**config.mk**
```make
export PLATFORM = sky130hd
export DESIGN_NAME = pulse_period_meter
export DESIGN_NICKNAME = d
export VERILOG_FILES = /design/src/rtl/pulse_period_meter.sv
export SDC_FILE = /design/constraint.sdc
export NUM_CORES = 1
export LEC_CHECK = 0
export CORE_AREA = 2 2 73 75
export CTS_BUF_LIST = sky130_fd_sc_hd__clkbuf_4 sky130_fd_sc_hd__clkbuf_8
export CTS_CLUSTER_SIZE = 14
export DETAILED_ROUTE_END_ITERATION = 8
export DIE_AREA = 0 0 75 77
export PLACE_DENSITY = 0.76
export SKIP_CTS_REPAIR_TIMING = 1
export SYNTH_ARGS = -nofsm -noshare
export SYNTH_HDL_FRONTEND = slang
export SYNTH_SLANG_ARGS = --single-unit
```
**constraint.sdc**
```tcl
create_clock -name Origin_Clock -period 1.9 [get_ports Origin_Clock]
set_clock_uncertainty 0.05 [all_clocks]
set_input_delay 0.57 -clock Origin_Clock [delete_from_list [all_inputs] [get_ports Origin_Clock]]
set_output_delay 0.57 -clock Origin_Clock [all_outputs]
set_load 0.005 [all_outputs]
```
**src/rtl/pulse_period_meter.sv**
```systemverilog
// pulse_period_meter
// Measures the spacing, in Origin_Clock cycles, between successive rising
// edges of a single-clock-domain pulse. The first edge after arming only
// starts the count. Each later edge captures the elapsed count and hands it
// to a consumer through a valid/ready pair. Sticky flags record counter
// saturation without an edge (timeout) and results dropped because the
// consumer had not taken the previous one (overrun).
//
// Ports:
//   Origin_Clock  in   single clock, rising edge
//   reset         in   synchronous, active-high
//   pulse         in   signal under measurement (only rising edges count)
//   enable        in   1 = measure, 0 = idle
//   clear_flags   in   one-cycle request to clear timeout/overrun
//   period        out  [WIDTH] last captured period
//   period_valid  out  period holds an unconsumed result
//   period_ready  in   consumer accepts period this cycle
//   locked        out  high while measuring (state MEASURE)
//   timeout       out  sticky, counter saturated without an edge
//   overrun       out  sticky, a result was dropped

module pulse_period_meter #(
  parameter int WIDTH = 24
) (
  input  logic             Origin_Clock,
  input  logic             reset,
  input  logic             pulse,
  input  logic             enable,
  input  logic             clear_flags,
  output logic [WIDTH-1:0] period,
  output logic             period_valid,
  input  logic             period_ready,
  output logic             locked,
  output logic             timeout,
  output logic             overrun
);

  typedef enum logic [1:0] {
    IDLE,
    ARM,
    MEASURE
  } MeterState;

  localparam logic [WIDTH-1:0] CountMax = '1;
  localparam logic [WIDTH-1:0] CountOne = {{(WIDTH-1){1'b0}}, 1'b1};

  MeterState        r_state;
  MeterState        w_stateNext;
  logic             r_pulseQ;
  logic [WIDTH-1:0] r_count;
  logic [WIDTH-1:0] w_countNext;
  logic [WIDTH-1:0] r_period;
  logic             r_periodValid;
  logic             r_timeout;
  logic             r_overrun;
  logic             w_rise;
  logic             w_capture;
  logic             w_timeoutEvent;
  logic             w_transfer;
  logic             w_overrunEvent;
  logic             w_load;

  // A level held high for many cycles is a single event, so only the
  // low-to-high transition against last cycle's sample is treated as an edge.
  assign w_rise = pulse & ~r_pulseQ;

  // Handshake bookkeeping. A capture is dropped only when an earlier result
  // is still waiting and is not being taken this very cycle; a capture that
  // coincides with a transfer simply replaces the outgoing value.
  assign w_transfer     = r_periodValid & period_ready;
  assign w_overrunEvent = w_capture & r_periodValid & ~period_ready;
  assign w_load         = w_capture & ~w_overrunEvent;

  // Sample the measured signal once so edges can be detected; cleared by
  // reset so a pulse already high after reset shows up as a fresh edge.
  always_ff @(posedge Origin_Clock) begin
    if (reset) begin
      r_pulseQ <= 1'b0;
    end else begin
      r_pulseQ <= pulse;
    end
  end

  // State and period counter registers. Reset abandons any count in
  // progress, so the first edge afterwards can only re-arm.
  always_ff @(posedge Origin_Clock) begin
    if (reset) begin
      r_state <= IDLE;
      r_count <= '0;
    end else begin
      r_state <= w_stateNext;
      r_count <= w_countNext;
    end
  end

  // Next-state and counter logic. Dropping enable overrides everything and
  // parks the meter in IDLE. In MEASURE an edge always wins over saturation,
  // so an edge arriving exactly when the counter reaches its maximum still
  // yields that maximum as a valid period instead of a timeout. The counter
  // restarts at 1 on an edge because the edge cycle itself is the first
  // cycle of the next period.
  always_comb begin
    w_stateNext    = r_state;
    w_countNext    = r_count;
    w_capture      = 1'b0;
    w_timeoutEvent = 1'b0;
    if (!enable) begin
      w_stateNext = IDLE;
      w_countNext = '0;
    end else begin
      case (r_state)
        IDLE: begin
          w_countNext = '0;
          w_stateNext = ARM;
        end
        ARM: begin
          if (w_rise) begin
            w_countNext = CountOne;
            w_stateNext = MEASURE;
          end
        end
        MEASURE: begin
          if (w_rise) begin
            w_capture   = 1'b1;
            w_countNext = CountOne;
          end else if (r_count == CountMax) begin
            w_timeoutEvent = 1'b1;
            w_countNext    = '0;
            w_stateNext    = ARM;
          end else begin
            w_countNext = r_count + CountOne;
          end
        end
        default: begin
          w_stateNext = IDLE;
          w_countNext = '0;
        end
      endcase
    end
  end

  // Result register and its valid flag. The period only changes on a load,
  // so it stays stable for as long as valid is high and the consumer has
  // not yet taken it. Enable does not touch these; results survive idling.
  always_ff @(posedge Origin_Clock) begin
    if (reset) begin
      r_period      <= '0;
      r_periodValid <= 1'b0;
    end else begin
      if (w_load) begin
        r_period      <= r_count;
        r_periodValid <= 1'b1;
      end else if (w_transfer) begin
        r_periodValid <= 1'b0;
      end
    end
  end

  // Sticky flags. A new event in the same cycle as a clear request wins,
  // so an event is never lost to a clear that was aimed at an older one.
  always_ff @(posedge Origin_Clock) begin
    if (reset) begin
      r_timeout <= 1'b0;
      r_overrun <= 1'b0;
    end else begin
      r_timeout <= w_timeoutEvent | (r_timeout & ~clear_flags);
      r_overrun <= w_overrunEvent | (r_overrun & ~clear_flags);
    end
  end

  assign period       = r_period;
  assign period_valid = r_periodValid;
  assign locked       = (r_state == MEASURE);
  assign timeout      = r_timeout;
  assign overrun      = r_overrun;

endmodule
```
==> summary by stage <==
Status
The flow ran to the end, but the final reports show violations. The checks that failed: negative setup slack.

Setup path
For the worst flop-to-flop path, the logic depth is 6. Counting both buffers and inverters, the worst setup path holds a total of 1. The data arrival at the endpoint of the critical path is 2.15 ns.

In this run the worst path has a maximum fanout of 7. Walking the worst path, the cells encountered are nand4_4 > buf_4 > or4_4 > o21ba_4 > a22o_1 > a41o_1. The biggest cell delay along the critical path is 0.52 ns. The kind of start point of the critical path is a flop. The endpoint kind of the worst setup timing path is a flop.

The slowest stage of the critical path is the or4_4 cell. The cell family with the largest share of critical-path delay is simple AND/OR/NAND/NOR gates. The critical path class is reg -> reg. The path length in cells of the critical path is 6. The required time reported for the critical path endpoint is 2.06 ns.

STA
The number of hold-slack violations in the final timing report is 0. Setup repair after global routing could not meet its margin everywhere. For the pin with the worst max-slew slack, the measured transition is 0.424 ns. Headroom to the max-slew limit came out at 71.7%.

The share of the cycle needed by the critical path after routing is 105%. After routing, the total negative slack on setup checks comes to -0.602 ns. The minimum clock period after layout is 1.99 ns. Derived from the worst setup path, the maximum achievable clock frequency is 0.503 GHz. Setup violations remaining at the end of the flow were counted as 14.

The max-slew violation total from the final report is 0. Once routing completed, OpenROAD measured the worst setup slack at -0.0899 ns.

Finish
The area growth from synthesis to layout is 52.9%. The number of inserted diodes is 0. The most frequent standard cell in the layout excluding fill and tap cells is nand2_1.

In the final layout, the share of cells above drive strength 1 is 31.2%. The library cells used most frequently in the layout, excluding fill and tap cells, are nand2_1, buf_4, dfxtp_1. For this run, the post-layout net count is 408.

Route
The pre-antenna-repair detailed-routing pass consisted of 4 iterations. In the routed design, unresolved DRC markers number 0. After detailed routing, the number of vias per cell comes to 5.37. The initial DRC count is 159. For this block, the routed nets add up to 6.71 mm of wire. The detailed-route wire length per cell is 14.3 um. The count of nets left with antenna violations once routing finished came out at 0.

Across all layers, the routed design uses 2,512 vias.

Global route
The first-pass GRT wire length is 10.1 mm. The total congestion overflow is 0. The number of global-route vias before repair was 2,350. Entering global routing, the biggest net connects 29 pins. The global-route total usage across every layer is 22.1%.

The initial antenna violation count is 0.

Logic synthesis
For this run, the number of Yosys warnings is 0. Counting flops with a built-in enable in the synthesized netlist gives 0. The count of cell types in the netlist is 49. The number of nets in the synthesized netlist is 313.

The commonest register cell after synthesis is dfxtp_1. The gate count of the mapped netlist is 302. For this run, asynchronously set or reset flops after synthesis account for 0%. Averaged over all synthesized cells, the footprint is 8.05 um2. After synthesis the netlist holds a flip-flop and latch count of 54.

The mapped netlist covers 0.00243 mm2. Of the synthesized area, sequential elements account for 44.4%.

Floorplan
The initial standard-cell utilization of the core is 48.9%. In this run the count of I/O pins placed on the die edge is 34. The standard-cell row count is 26. The overall die area is 0.00578 mm2. In this run the vertical extent of the chip is 77 um. The die is 75 um wide. The core footprint is 0.00498 mm2.

Placed design
Once detailed placement completed, the half-perimeter wirelength came to 4.54 mm. The final weighted congestion in routability-driven placement is 0.892. The number of I/O port buffers is 33.

Pwr
The relative contribution of the clock network to total power is 43.0%. Per report_power, the combinational group accounts for 5.2% of the total. The switching power of the nets is 0.000446 W. The areal power density over the cells is 590 mW/mm2. Per report_power, the sequential group accounts for 51.7% of the total. The power consumption is 0.00219 W. Summed over all cells, the static leakage comes to 1.40 nW. The maximum VDD drop is 384 uV. The switching power share of the total is 20.3%.

The total internal power is 0.00175 W.

CTS
The worst-case clock buffer depth is 2. Counting the buffers created by CTS gives 5. Clock-pin slew was measured on the worst setup and hold paths at 0.10 ns. The H-tree was split into 2 levels. The root buffer cell chosen for the clock tree is clkbuf_8.

Clock latency on the worst-skew pair, taken at its later pin, is 0.31 ns. The number of sinks handled by clock tree synthesis is 54. TritonCTS built the clock tree.

Worst hold path
The number of cells on the worst hold path is 2. The path category of the worst min-delay check is reg -> reg.

Run
The max-capacitance violation count is 0.
metal layers:
layer | wire [um] | GRT usage, %
met1 | 3050 | 29.1
met2 | 3340 | 36.2
met3 | 241 | 3.94
met4 | 84 | 6.79
met5 | 0 | 0
state kept, by name, summed over array words and instances (netlist names):
signal	flops
period	24
r_count	24
r_state	2
overrun	1
period_valid	1
r_pulseQ	1
timeout	1
synth_stat cells (5+ instances only):
master / count / area (um2)
nand3_1: 11 / 55.1
xnor2_1: 5 / 43.8
a21oi_1: 32 / 160
nor2_1: 25 / 93.8
xor2_1: 8 / 70.1
ha_1: 5 / 62.6
inv_1: 7 / 26.3
clkbuf_1: 13 / 48.8
nand4_1: 8 / 50.1
nand2_1: 68 / 255
nor3_1: 7 / 35.0
dfxtp_1: 54 / 1080
power by group through the flow:
| stage | logic (W) | clock network (W) | registers (W) |
|---|---|---|---|
| 3_3_place_gp | 0.000100 | 0 | 0.00116 |
| 3_5_place_dp | 0.000102 | 0 | 0.00116 |
| 5_1_grt | 0.000123 | 0.00100 | 0.00113 |
| 6_report | 0.000115 | 0.000943 | 0.00113 |
| 2_1_floorplan | 0.0000459 | 0 | 0.00116 |
| 4_1_cts | 0.000103 | 0.000955 | 0.00113 |
through the flow:
step           hold slack [ns]  instances  cell area, um2  worst slack, ns  utilization, %
6_report                 0.408        468            3720          -0.0899            74.7
4_1_cts                  0.411        461            3450           -0.231            69.4
3_3_place_gp             0.392        453            3310           -0.424            66.5
2_1_floorplan            0.403        302            2480          -0.0482               -
5_1_grt                  0.429        468            3720           -0.149            74.7
3_5_place_dp             0.397        453            3310           -0.485            66.5
final cells by class:
type                    instances  area [um2]
clock buffers                   6        82.6
clock inverters                 2        60.1
fillers                       368        1260
inverters                       7        26.3
multi-input cells             225        1460
flip-flops and latches         54        1100
well taps                      70        87.6
repair buffers                104         902
worst min-delay path, cell delays in order, from the launching register on:
cell and delay [ns]:
dfxtp_1 0.32, nand2_1 0.05, a21oi_1 0.05
worst paths after layout:
path	startpoint	to	slack (ns)
worst max-delay path	r_count[6]$_SDFFE_PP0N_	r_count[20]$_SDFFE_PP0N_	-0.09
worst min-delay path	period[13]$_SDFFE_PP0P_	period[13]$_SDFFE_PP0P_	0.41
worst max register to register	r_count[6]$_SDFFE_PP0N_	r_count[20]$_SDFFE_PP0N_	-0.09
worst min register to register	period[13]$_SDFFE_PP0P_	period[13]$_SDFFE_PP0P_	0.41
cells by family (layout without fill, tap and decap cells):
logic type / after synthesis / after routing / share of synthesized area (%)
multiplexers: 1 / 1 / 0.412
adder cells (fa/ha/maj): 5 / 5 / 2.57
XOR/XNOR: 13 / 13 / 4.68
buffers and inverters: 24 / 119 / 3.86
AND/OR/NAND/NOR: 144 / 144 / 27.8
flip-flops: 54 / 54 / 44.4
AO/OA/AOI/OAI: 61 / 62 / 16.3
(Power assumes the default switching activity.)
